**config.mk**
```make
export PLATFORM = sky130hd
export DESIGN_NAME = lcd_char_driver_flat
export DESIGN_NICKNAME = d
export VERILOG_FILES = /design/src/rtl/lcd_pkg.sv /design/src/rtl/lcd_char_driver_if.sv /design/src/rtl/lcd_nibble_writer.sv /design/src/rtl/lcd_char_driver.sv /design/src/flat_wrapper.sv
export SDC_FILE = /design/constraint.sdc
export NUM_CORES = 1
export LEC_CHECK = 0
export CAP_MARGIN = 20
export CORE_UTILIZATION = 50
export CTS_BUF_LIST = sky130_fd_sc_hd__clkbuf_8
export DETAILED_ROUTE_END_ITERATION = 7
export PLACE_DENSITY = 0.85
export SETUP_SLACK_MARGIN = 0.4
export SYNTH_ARGS = -nofsm -noshare
export SYNTH_HDL_FRONTEND = slang
export SYNTH_SLANG_ARGS = --single-unit
```
**constraint.sdc**
```tcl
create_clock -name clk -period 3.33 [get_ports clk]
set_input_delay 0.999 -clock clk [delete_from_list [all_inputs] [get_ports clk]]
set_output_delay 0.999 -clock clk [all_outputs]
set_load 0.1 [all_outputs]
```
**src/rtl/lcd_pkg.sv**
```systemverilog
// lcd_pkg: HD44780 command bytes, sequencer/writer state encodings and default
// 50 MHz timing shared by the character LCD driver.
package lcd_pkg;
   localparam logic [7:0] FUNC_SET_4B2L = 8'h28;
   localparam logic [7:0] ENTRY_INC = 8'h06;
   localparam logic [7:0] DISP_ON = 8'h0C;
   localparam logic [7:0] CLEAR = 8'h01;
   localparam logic [7:0] DDRAM_L1 = 8'h80;
   localparam logic [7:0] DDRAM_L2 = 8'hC0;
   localparam int T_POWERON_DEF = 750000;
   localparam int T_INIT_DEF = 205000;
   localparam int T_CMD_DEF = 2000;
   localparam int T_CLEAR_DEF = 82000;
   localparam int T_SETUP_DEF = 2;
   localparam int T_EHIGH_DEF = 12;
   localparam int T_HOLD_DEF = 2;
   localparam int T_NIBGAP_DEF = 50;
   typedef enum logic [2:0] {PWR_WAIT, INIT, CMD, ADDR1, LINE1, ADDR2, LINE2, DONE} lcd_state_e;
   typedef enum logic [2:0] {W_IDLE, W_SETUP, W_EHIGH, W_HOLD, W_WAIT} wr_state_e;
   function automatic int max2(int a, int b);
      return a > b ? a : b;
   endfunction
   function automatic logic [7:0] cmd_at(logic [1:0] i);
      return i == 2'd0 ? FUNC_SET_4B2L : i == 2'd1 ? ENTRY_INC : i == 2'd2 ? DISP_ON : CLEAR;
   endfunction
   // char k sits at line[127-8k -: 8], i.e. shifted down by 8*(15-k)
   function automatic logic [7:0] char_at(logic [127:0] line, logic [3:0] k);
      return 8'(line >> {~k, 3'b000});
   endfunction
endpackage

```
**src/rtl/lcd_char_driver_if.sv**
```systemverilog
// lcd_char_driver_if: string input, LCD pin drives and ready flag of the driver.
interface lcd_char_driver_if;
   logic [255:0] strdata;
   logic lcd_e;
   logic lcd_rs;
   logic lcd_rw;
   logic [3:0] lcd_dat;
   logic ready;
   modport master (input strdata, output lcd_e, lcd_rs, lcd_rw, lcd_dat, ready);
   modport slave (output strdata, input lcd_e, lcd_rs, lcd_rw, lcd_dat, ready);
endinterface

```
**src/rtl/lcd_nibble_writer.sv**
```systemverilog
// lcd_nibble_writer: one E strobe framed by setup/hold, followed by a caller-chosen
// idle wait; busy until that wait has elapsed.
module lcd_nibble_writer import lcd_pkg::*; #(
   parameter int T_SETUP = T_SETUP_DEF,
   parameter int T_EHIGH = T_EHIGH_DEF,
   parameter int T_HOLD = T_HOLD_DEF,
   parameter int CW = 20
) (
   input logic clk,
   input logic rst,
   input logic start_i,
   input logic rs_i,
   input logic [3:0] nib_i,
   input logic [CW-1:0] post_wait_i,
   output logic busy_o,
   output logic lcd_e_o,
   output logic lcd_rs_o,
   output logic [3:0] lcd_dat_o
);
   wr_state_e st_q;
   logic [CW-1:0] cnt_q, wait_q;
   logic last;
   assign busy_o = st_q != W_IDLE;
   always_comb begin
      last = st_q == W_SETUP ? cnt_q == CW'(T_SETUP - 1) :
             st_q == W_EHIGH ? cnt_q == CW'(T_EHIGH - 1) :
             st_q == W_HOLD ? cnt_q == CW'(T_HOLD - 1) : cnt_q == wait_q - 1'b1;
   end
   // E rises only when leaving SETUP, so every other phase end drives it low
   always_ff @(posedge clk) begin
      if (rst) begin
         st_q <= W_IDLE;
         cnt_q <= '0;
         wait_q <= '0;
         lcd_e_o <= 1'b0;
         lcd_rs_o <= 1'b0;
         lcd_dat_o <= 4'h0;
      end else if (st_q == W_IDLE) begin
         if (start_i) begin
            st_q <= W_SETUP;
            cnt_q <= '0;
            wait_q <= post_wait_i;
            lcd_rs_o <= rs_i;
            lcd_dat_o <= nib_i;
         end
      end else if (last) begin
         cnt_q <= '0;
         st_q <= st_q == W_WAIT ? W_IDLE : wr_state_e'(st_q + 3'd1);
         lcd_e_o <= st_q == W_SETUP;
      end else begin
         cnt_q <= cnt_q + 1'b1;
      end
   end
endmodule

```
**src/rtl/lcd_char_driver.sv**
```systemverilog
// lcd_char_driver: HD44780 4-bit init, clear and 2x16 text write from a latched string.
// Optional LCD_AUTO_REFRESH_EN: rewrite both lines T_CMD cycles after each DONE.
module lcd_char_driver import lcd_pkg::*; #(
   parameter int T_POWERON = T_POWERON_DEF,
   parameter int T_INIT = T_INIT_DEF,
   parameter int T_CMD = T_CMD_DEF,
   parameter int T_CLEAR = T_CLEAR_DEF,
   parameter int T_SETUP = T_SETUP_DEF,
   parameter int T_EHIGH = T_EHIGH_DEF,
   parameter int T_HOLD = T_HOLD_DEF,
   parameter int T_NIBGAP = T_NIBGAP_DEF
) (
   input logic clk,
   input logic rst,
   lcd_char_driver_if.master lcd_io
);
   localparam int T_MAX = max2(max2(max2(T_POWERON, T_INIT), max2(T_CMD, T_CLEAR)),
                               max2(max2(T_SETUP, T_EHIGH), max2(T_HOLD, T_NIBGAP)));
   localparam int CW = $clog2(T_MAX + 1);
   lcd_state_e state_q;
   logic [CW-1:0] cnt_q, post_wait;
   logic [3:0] idx_q, nib;
   logic [7:0] byte_v;
   logic [255:0] buf_q;
   logic lo_q, ready_q, busy, start, rs, init_ph, last_byte;
   // the first init nibble is issued on the last power-on cycle so E rises T_SETUP later
   always_comb begin
      init_ph = state_q == PWR_WAIT || state_q == INIT;
      rs = state_q == LINE1 || state_q == LINE2;
      start = !busy && (state_q == PWR_WAIT ? cnt_q == CW'(T_POWERON - 1) : state_q != DONE);
      byte_v = state_q == CMD ? cmd_at(idx_q[1:0]) : state_q == ADDR1 ? DDRAM_L1 :
               state_q == ADDR2 ? DDRAM_L2 :
               char_at(state_q == LINE1 ? buf_q[255:128] : buf_q[127:0], idx_q);
      nib = init_ph ? (idx_q == 4'd3 ? 4'h2 : 4'h3) : lo_q ? byte_v[3:0] : byte_v[7:4];
      post_wait = init_ph ? CW'(T_INIT) : !lo_q ? CW'(T_NIBGAP) :
                  (state_q == CMD && idx_q == 4'd3) ? CW'(T_CLEAR) : CW'(T_CMD);
      last_byte = state_q == CMD ? idx_q == 4'd3 : rs ? idx_q == 4'd15 : 1'b1;
   end
   lcd_nibble_writer #(.T_SETUP(T_SETUP), .T_EHIGH(T_EHIGH), .T_HOLD(T_HOLD), .CW(CW)) u_wr (
      .clk(clk),
      .rst(rst),
      .start_i(start),
      .rs_i(rs),
      .nib_i(nib),
      .post_wait_i(post_wait),
      .busy_o(busy),
      .lcd_e_o(lcd_io.lcd_e),
      .lcd_rs_o(lcd_io.lcd_rs),
      .lcd_dat_o(lcd_io.lcd_dat)
   );
   assign lcd_io.lcd_rw = 1'b0;
   assign lcd_io.ready = ready_q;
   always_ff @(posedge clk) begin
      if (rst) begin
         state_q <= PWR_WAIT;
         cnt_q <= '0;
         idx_q <= 4'd0;
         lo_q <= 1'b0;
         ready_q <= 1'b0;
         buf_q <= '0;
      end else begin
         case (state_q)
            PWR_WAIT: begin
               if (start) begin
                  state_q <= INIT;
                  idx_q <= 4'd1;
                  cnt_q <= '0;
               end else begin
                  cnt_q <= cnt_q + 1'b1;
               end
            end
            INIT: begin
               if (start) begin
                  idx_q <= idx_q == 4'd3 ? 4'd0 : idx_q + 1'b1;
                  if (idx_q == 4'd3) state_q <= CMD;
               end
            end
            DONE: begin
               if (!busy) ready_q <= 1'b1;
`ifdef LCD_AUTO_REFRESH_EN
               if (ready_q) begin
                  if (cnt_q == CW'(T_CMD - 1)) begin
                     state_q <= ADDR1;
                     buf_q <= lcd_io.strdata;
                     ready_q <= 1'b0;
                     cnt_q <= '0;
                  end else begin
                     cnt_q <= cnt_q + 1'b1;
                  end
               end
`endif
            end
            default: begin
               if (start) begin
                  lo_q <= !lo_q;
                  if (lo_q) begin
                     idx_q <= last_byte ? 4'd0 : idx_q + 1'b1;
                     if (last_byte) state_q <= lcd_state_e'(state_q + 3'd1);
                     if (state_q == CMD && last_byte) buf_q <= lcd_io.strdata;
                  end
               end
            end
         endcase
      end
   end
endmodule
```
**src/flat_wrapper.sv**
```systemverilog
// flat-port wrapper written by rule: the top's interface ports become plain ports
module lcd_char_driver_flat import lcd_pkg::*;
#(
   parameter int T_POWERON = T_POWERON_DEF,
   parameter int T_INIT = T_INIT_DEF,
   parameter int T_CMD = T_CMD_DEF,
   parameter int T_CLEAR = T_CLEAR_DEF,
   parameter int T_SETUP = T_SETUP_DEF,
   parameter int T_EHIGH = T_EHIGH_DEF,
   parameter int T_HOLD = T_HOLD_DEF,
   parameter int T_NIBGAP = T_NIBGAP_DEF
)
  (clk, rst, lcd_io_strdata, lcd_io_lcd_e, lcd_io_lcd_rs, lcd_io_lcd_rw, lcd_io_lcd_dat, lcd_io_ready);
  lcd_char_driver_if lcd_io_i ();
  input logic clk;
  input logic rst;
  input wire logic [$bits(lcd_io_i.strdata)-1:0] lcd_io_strdata;
  output wire logic [$bits(lcd_io_i.lcd_e)-1:0] lcd_io_lcd_e;
  output wire logic [$bits(lcd_io_i.lcd_rs)-1:0] lcd_io_lcd_rs;
  output wire logic [$bits(lcd_io_i.lcd_rw)-1:0] lcd_io_lcd_rw;
  output wire logic [$bits(lcd_io_i.lcd_dat)-1:0] lcd_io_lcd_dat;
  output wire logic [$bits(lcd_io_i.ready)-1:0] lcd_io_ready;
  assign lcd_io_i.strdata = lcd_io_strdata;
  assign lcd_io_lcd_e = lcd_io_i.lcd_e;
  assign lcd_io_lcd_rs = lcd_io_i.lcd_rs;
  assign lcd_io_lcd_rw = lcd_io_i.lcd_rw;
  assign lcd_io_lcd_dat = lcd_io_i.lcd_dat;
  assign lcd_io_ready = lcd_io_i.ready;
  lcd_char_driver #(.T_POWERON(T_POWERON), .T_INIT(T_INIT), .T_CMD(T_CMD), .T_CLEAR(T_CLEAR), .T_SETUP(T_SETUP), .T_EHIGH(T_EHIGH), .T_HOLD(T_HOLD), .T_NIBGAP(T_NIBGAP)) u_core (.clk(clk), .rst(rst), .lcd_io(lcd_io_i));
endmodule
```
* Word-level counts from Yosys, hierarchy flattened
Cells that the tools add are included.
** Operators by class
- Add/sub/neg operators :: 6
- Multipliers :: 0
- Divide/modulo/power cells :: 0
- Order comparisons :: 0
- Eq/ne operators :: 22
- Shifts and indexed selects :: 1
- Multiplexer cells :: 40
- Bitwise operators :: 5
- Reduce and logical (&&, ||, !) cells :: 23
** Operators by type and width (count)
- 128-bit two-way mux :: 1
- 128-bit by 7-bit right shift with 8-bit output :: 1
- 20-bit two-way mux :: 6
- 20-bit by 1-bit adder with 20-bit output, second input constant :: 2
- 8-bit two-way mux :: 5
- 4-bit two-way mux :: 9
- 3-bit two-way mux :: 9
- 20-bit by 1-bit == test with 1-bit output, second input constant :: 1
- 20-bit == test :: 1
- 20-bit == test, second input constant :: 1
- 20-bit by 4-bit == test with 1-bit output, second input constant :: 1
- 20-bit by 1-bit subtractor with 20-bit output, second input constant :: 1
- 17-bit two-way mux :: 1
- 3-bit == test, second input constant :: 5
- 3-bit by 2-bit == test with 1-bit output, second input constant :: 4
- 4-bit case mux with 3 select lines :: 1
- 2-bit AND reduction :: 5
- 3-bit case mux with 3 select lines :: 1
- 3-bit nonzero test :: 3
- 1-bit two-way mux :: 7
- 3-bit by 1-bit adder with 3-bit output, second input constant :: 2
- 3-bit by 1-bit == test with 1-bit output, second input constant :: 2
- 3-bit zero test :: 2
- 5-bit AND reduction :: 1
- other kinds (18) :: 25
** Word-level totals
- Flip-flop bits (word level) :: 334
- Latch bits :: 0
- RAM bits :: 0
- ROM bits :: 0
- Input bits :: 258
- Output and inout port bits :: 8
- Word-level logic and storage cells :: 109
- Memories :: 0

* Longest topological paths before layout
- Depth after elaboration :: 8
- Depth in mapped cells :: 13
- Mapped depth without buffers :: 9

* By module
From an unflattened synthesis, not the netlist that was laid out.
** Unflattened totals
- Cells, all modules :: 2035
- Area total of the unflattened synthesis :: 15610.0 um^2
** By module, submodules not included
- lcd_char_driver :: instances 1, cells an instance 1653, area each 12562.0 um^2, sequential area each 5705.5 um^2
- lcd_nibble_writer :: instances 1, cells an instance 382, area each 3047.9 um^2, sequential area each 980.9 um^2

* Worst setup path before layout
No wires, ideal clock.
- Kind :: register to register
- From :: reg u_core.state_q[1]
- To :: reg u_core.u_wr.lcd_dat_o[3]
- Setup time :: 0.125 ns
- Data arrival time :: 2.935 ns
- Required time :: 3.205 ns
- Path slack :: 0.271 ns
- Cell stages (with the launch flop) :: 12
- Buffers on the path :: 3
- Period minus slack after synthesis :: 3.059 ns
- Cell sequence :: dfxtp_1 inv_1 ha_1 nand2_1 clkbuf_1 clkbuf_1 buf_1 mux4_2 a21oi_1 o21ai_0 a32oi_1 a31oi_1
** Between the ends
- Longest elaborated chain between the ends :: 8
- Elaborated cells between the ends (all ways) :: 18
- Classes of those cells :: 6 x eq/ne; 1 x shift; 7 x mux; 4 x reduce/logical
** RTL lines
- start, declared :: RTL line lcd_char_driver.sv:20 : lcd_state_e state_q;
- start signal, assigned :: RTL line lcd_char_driver.sv:98 : if (last_byte) state_q <= lcd_state_e'(state_q + 3'd1);
- 3-bit == test :: RTL line lcd_char_driver.sv:33 : char_at(state_q == LINE1 ? buf_q[255:128] : buf_q[127:0], idx_q);
- 128-bit two-way mux :: RTL line lcd_char_driver.sv:33
- 128-bit by 7-bit right shift with 8-bit output :: RTL line lcd_pkg.sv:28 : return 8'(line >> {~k, 3'b000});
- 8-bit two-way mux :: RTL line lcd_char_driver.sv:32 : state_q == ADDR2 ? DDRAM_L2 :
- 8-bit two-way mux (2 in a row) :: RTL line lcd_char_driver.sv:31 : byte_v = state_q == CMD ? cmd_at(idx_q[1:0]) : state_q == ADDR1 ? DDRAM_L1 :
- 4-bit two-way mux (2 in a row) :: RTL line lcd_char_driver.sv:34 : nib = init_ph ? (idx_q == 4'd3 ? 4'h2 : 4'h3) : lo_q ? byte_v[3:0] : byte_v[7:4];
- end signal, assigned :: RTL line lcd_nibble_writer.sv:44 : lcd_dat_o <= nib_i;
- end, declared :: RTL line lcd_nibble_writer.sv:18 : output logic [3:0] lcd_dat_o
Several ways; a longest one is shown, not always the timed one.
A chain may end at the register's enable or synchronous reset.

* Final worst setup path
- From :: reg u_core.u_wr.wait_q[4]
- To :: reg u_core.u_wr.cnt_q[3]
** Between the ends
- Longest elaborated chain between the ends :: 7
** RTL lines
- start, declared :: RTL line lcd_nibble_writer.sv:21 : logic [CW-1:0] cnt_q, wait_q;
- start signal, assigned :: RTL line lcd_nibble_writer.sv:42 : wait_q <= post_wait_i;
- 20-bit by 1-bit subtractor with 20-bit output :: RTL line lcd_nibble_writer.sv:27 : st_q == W_HOLD ? cnt_q == CW'(T_HOLD - 1) : cnt_q == wait_q - 1'b1;
- 20-bit == test :: RTL line lcd_nibble_writer.sv:27
- 1-bit two-way mux :: RTL line lcd_nibble_writer.sv:27
- 1-bit two-way mux :: RTL line lcd_nibble_writer.sv:26 : st_q == W_EHIGH ? cnt_q == CW'(T_EHIGH - 1) :
- 1-bit two-way mux :: RTL line lcd_nibble_writer.sv:25 : last = st_q == W_SETUP ? cnt_q == CW'(T_SETUP - 1) :
- 20-bit two-way mux :: RTL line lcd_nibble_writer.sv:46 : end else if (last) begin
- 20-bit two-way mux :: RTL line lcd_nibble_writer.sv:38 : end else if (st_q == W_IDLE) begin
- end signal, assigned :: RTL line lcd_nibble_writer.sv:51 : cnt_q <= cnt_q + 1'b1;
- end, declared :: RTL line lcd_nibble_writer.sv:21
No other way between the ends.

==> flow_summary.json <==
{
  "cts.clk_slew.worst_paths_ns": 0.06,
  "yosys-top-cells-area": "dfxtp_1 (43%), nand2_1 (15%), a21oi_1 (9.7%), mux4_2 (8.0%), clkbuf_1 (3.3%)",
  "synth.top_cell.area_share": 0.4329,
  "worstHoldStart": "u_core.buf_q[178]$_SDFFE_PP0P_",
  "port_buffers": 264,
  "pre_cts_slack_ns": 0.2568,
  "hold_class": "register to register",
  "dp_hpwl_mm": 32.17,
  "ir_drop_uv": 381.8,
  "skew_ns": 0.03017,
  "synth_top_cells_by_count": "nand2_1 (592), dfxtp_1 (322), a21oi_1 (288)",
  "reg2reg_depth": 9,
  "path_cells": "or4_4 > o32a_1 > or4_4 > a2111oi_4 > nand4_1 > buf_4 > buf_12 > nand3_1 > o21ai_0",
  "finalHoldViolations": 0,
  "endpoint_kind": "register",
  "drive_above_1_share": 0.1163,
  "start_util": 0.5132,
  "wl_met2_mm": 22.52,
  "power_density_nw_per_um2": 514.0,
  "grt_max_degree": 129,
  "grt_pass1_vias": 14242,
  "setup_slack_ns": 0.4775,
  "arrival_ns": 3.30,
  "cts_num_sinks": 322,
  "cts_root_buf": "clkbuf_8",
  "syn_nets": 2125,
  "via_per_inst": 5.879,
  "start_kind": "register",
  "syn_area_um2": 14890,
  "dieArea_um2": 30470,
  "synth-edff-count": 0,
  "final-seq-area_um2": 6454,
  "grt_pass1_wl_mm": 71.30,
  "crit_slowest_cell": "or4_4",
  "cpMostUsedCell": "or4_4",
  "nets": 2370,
  "grt-ovfl-total": 0,
  "rsz0062_at_grt": "no",
  "ys_warn_count": 0,
  "yosysUniqueCellTypes": 68,
  "multi_input_area_um2": 7886,
  "groute.usage.overall": 0.2924,
  "antenna_found_initial": 2,
  "cts_made_buffers": 52,
  "hold_slack_ns": 0.4524,
  "total_power_mw": 9.980,
  "p_leak_nw": 6.805,
  "yosysMostFrequentCell": "nand2_1",
  "post-route-period-util": 0.8566,
  "status": "finished, final reports clean",
  "path_class": "register to register",
  "cts_tree": "built",
  "die_h_um": 174.6,
  "gp_congestion": 0.9528,
  "fmax_mhz": 350.6,
  "first_pass_iters": 5,
  "async_reset_ff_frac": 0,
  "htreeDepth": 2,
  "yosysSeqAreaShare": 0.4329,
  "core_um2": 29010,
  "vias": 14815,
  "reg2reg_to": "u_core.u_wr.cnt_q[3]$_SDFFE_PP0P_",
  "wl_met1_mm": 18.35,
  "drt_iter0_drc": 1671,
  "holdPathStages": 2,
  "finalSetupViolCount": 0,
  "die_w_um": 174.6,
  "drc": 0,
  "timing.setup.tns_ns": 0,
  "critPathMaxStageDelay_ns": 0.52,
  "syn_area_per_cell_um2": 8.057,
  "min_to": "u_core.buf_q[178]$_SDFFE_PP0P_",
  "ff2ff_setup_slack_ns": 0.48,
  "io_pins": 266,
  "insertion_delay_ns": 0.60,
  "tightest_slew_ns": 0.7461,
  "max-cap-violations": 0,
  "yosys_most_used_dff": "dfxtp_1",
  "wl_met3_mm": 4.002,
  "syn_to_final_growth_pct": 30.42,
  "report.final.slew_viol_count": 0,
  "ys_ff_latch": 322,
  "num_rows": 62,
  "nFillCells": 2248,
  "reg2reg_from": "u_core.u_wr.wait_q[4]$_SDFFE_PP0P_",
  "synth_cells": 1848,
  "crit_fanout": 9,
  "critPathRequiredTime_ns": 3.78,
  "routedWlPerCell_um": 18.85,
  "yosys.area.top_type": "dfxtp_1",
  "topRoutingLayerUsed": "met4",
  "cts_buffer_depth": 3,
  "slew_headroom": 0.5019,
  "wirelength_mm": 47.51,
  "drt.antenna.violating_nets": 0,
  "period_needed_ns": 2.852
}
-- kinds of logic after synthesis --
logic type / after synthesis / share of synthesized area
xor+xnor: 38 / 0.02235
other cells: 1 / 0.0002519
simple gates: 809 / 0.2289
mux: 83 / 0.1008
buf+inv: 168 / 0.04370
compound gates: 408 / 0.1550
flops: 322 / 0.4329
fa+ha+maj: 19 / 0.01597
-- per-stage QoR --
stage / std cells / area, um^2 / util
global placement: 2401 / 17970 / 0.6193
CTS: 2500 / 19100 / 0.6583
finish: 2520 / 19420 / 0.6693
detailed placement: 2401 / 17970 / 0.6193
global route: 2519 / 19420 / 0.6692
floorplan: 1848 / 14890 / -
-- state kept, by name, indices dropped and copies added (netlist names), 3 cells and up --
name,cells
u_core.u_wr.wait_q,8
u_core.buf_q,256
u_core.u_wr.lcd_dat_o,4
u_core.u_wr.st_q,3
u_core.cnt_q,20
u_core.idx_q,4
u_core.u_wr.cnt_q,20
u_core.state_q,3
-- how the worst max path moves through the flow --
stage	to	start	depth (start not counted)	slack, ns
5_1_grt	u_core.buf_q[21]$_SDFFE_PP0P_	u_core.state_q[1]$_SDFFE_PP0P_	12	0.37
3_3_place_gp	u_core.u_wr.st_q[2]$_SDFFE_PP0P_	u_core.u_wr.wait_q[4]$_SDFFE_PP0P_	8	0.25
6_report	u_core.u_wr.cnt_q[3]$_SDFFE_PP0P_	u_core.u_wr.wait_q[4]$_SDFFE_PP0P_	9	0.48
3_5_place_dp	u_core.u_wr.st_q[2]$_SDFFE_PP0P_	u_core.u_wr.wait_q[4]$_SDFFE_PP0P_	8	0.26
2_1_floorplan	u_core.u_wr.lcd_dat_o[1]$_SDFFE_PP0P_	u_core.state_q[1]$_SDFFE_PP0P_	9	0.47
4_1_cts	u_core.buf_q[198]$_SDFFE_PP0P_	u_core.state_q[1]$_SDFFE_PP0P_	11	0.41
-- cell type report --
cell class              count  share of cell area
well taps                 384             0.02474
clock buffers              66             0.04678
flip-flops and latches    322              0.3323
repair buffers            340              0.1787
multi-input cells        1358              0.4061
diodes                      3           0.0003866
clock inverters            28            0.007216
inverters                  19            0.003737
-- report_power, final --
group | internal (mW) | total [mW] | leakage [nW] | switching [mW]
Clock | 1.79 | 3.40 | 0.616 | 1.60
Combinational | 1.09 | 2.49 | 3.59 | 1.40
Sequential | 3.95 | 4.09 | 2.60 | 0.142
-- per-layer routing --
layer | vias up | track usage
li1 | 6849 | -
met1 | 7001 | 0.3576
met2 | 786 | 0.4882
met3 | 179 | 0.05206
met4 | 0 | 0.1598
met5 | - | 0
-- layout by cell type (no fill, tap or decap), types with 4 or more instances in the layout --
| cell | synthesis | routed |
|---|---|---|
| nand2_1 | 592 | 591 |
| dfxtp_1 | 322 | 318 |
| a21oi_1 | 288 | 288 |
| clkdlybuf4s50_1 | 0 | 256 |
| nor2_1 | 68 | 67 |
| clkbuf_8 | 0 | 67 |
| buf_4 | 1 | 61 |
| mux4_2 | 53 | 53 |
| inv_1 | 17 | 35 |
| a31oi_1 | 27 | 26 |
| o21ai_0 | 25 | 25 |
| mux2i_1 | 24 | 24 |
| nor3_1 | 23 | 22 |
| xnor2_1 | 21 | 21 |
| nand3_1 | 20 | 20 |
| ha_1 | 19 | 19 |
| and3_1 | 18 | 18 |
| xor2_1 | 17 | 17 |
| nor4_1 | 15 | 15 |
| nand4_1 | 14 | 14 |
| nor2b_1 | 11 | 11 |
| nand2b_1 | 11 | 11 |
| a211oi_1 | 11 | 10 |
| clkinv_2 | 0 | 9 |
| o22ai_1 | 9 | 9 |
| buf_12 | 0 | 9 |
| and4_1 | 6 | 6 |
| and2_1 | 6 | 6 |
| mux2_2 | 6 | 6 |
| a2111oi_0 | 8 | 5 |
| clkbuf_16 | 0 | 5 |
| or3_1 | 4 | 4 |
| or2_2 | 5 | 4 |
| o211ai_1 | 4 | 4 |
| a311oi_1 | 4 | 4 |
| buf_6 | 1 | 4 |
-- what timing repair did --
action / 4_1_cts / 5_1_grt
setup buffers: 4 / 11
hold buffers: 0 / 0
pin swaps: 3 / 4
endpoints found under the setup margin: 13 / 282
gates resized for setup: 6 / 28
gates cloned: 1 / 6
-- worst max-delay path: cells and delay by family (launching register included) --
kind	cells	cell delay [ns]
DFF	1	0.36
buffers and inverters	2	0.32
AOI/OAI and AO/OA	3	0.69
and+or+nand+nor	4	1.33
(Power assumes the default switching activity.)
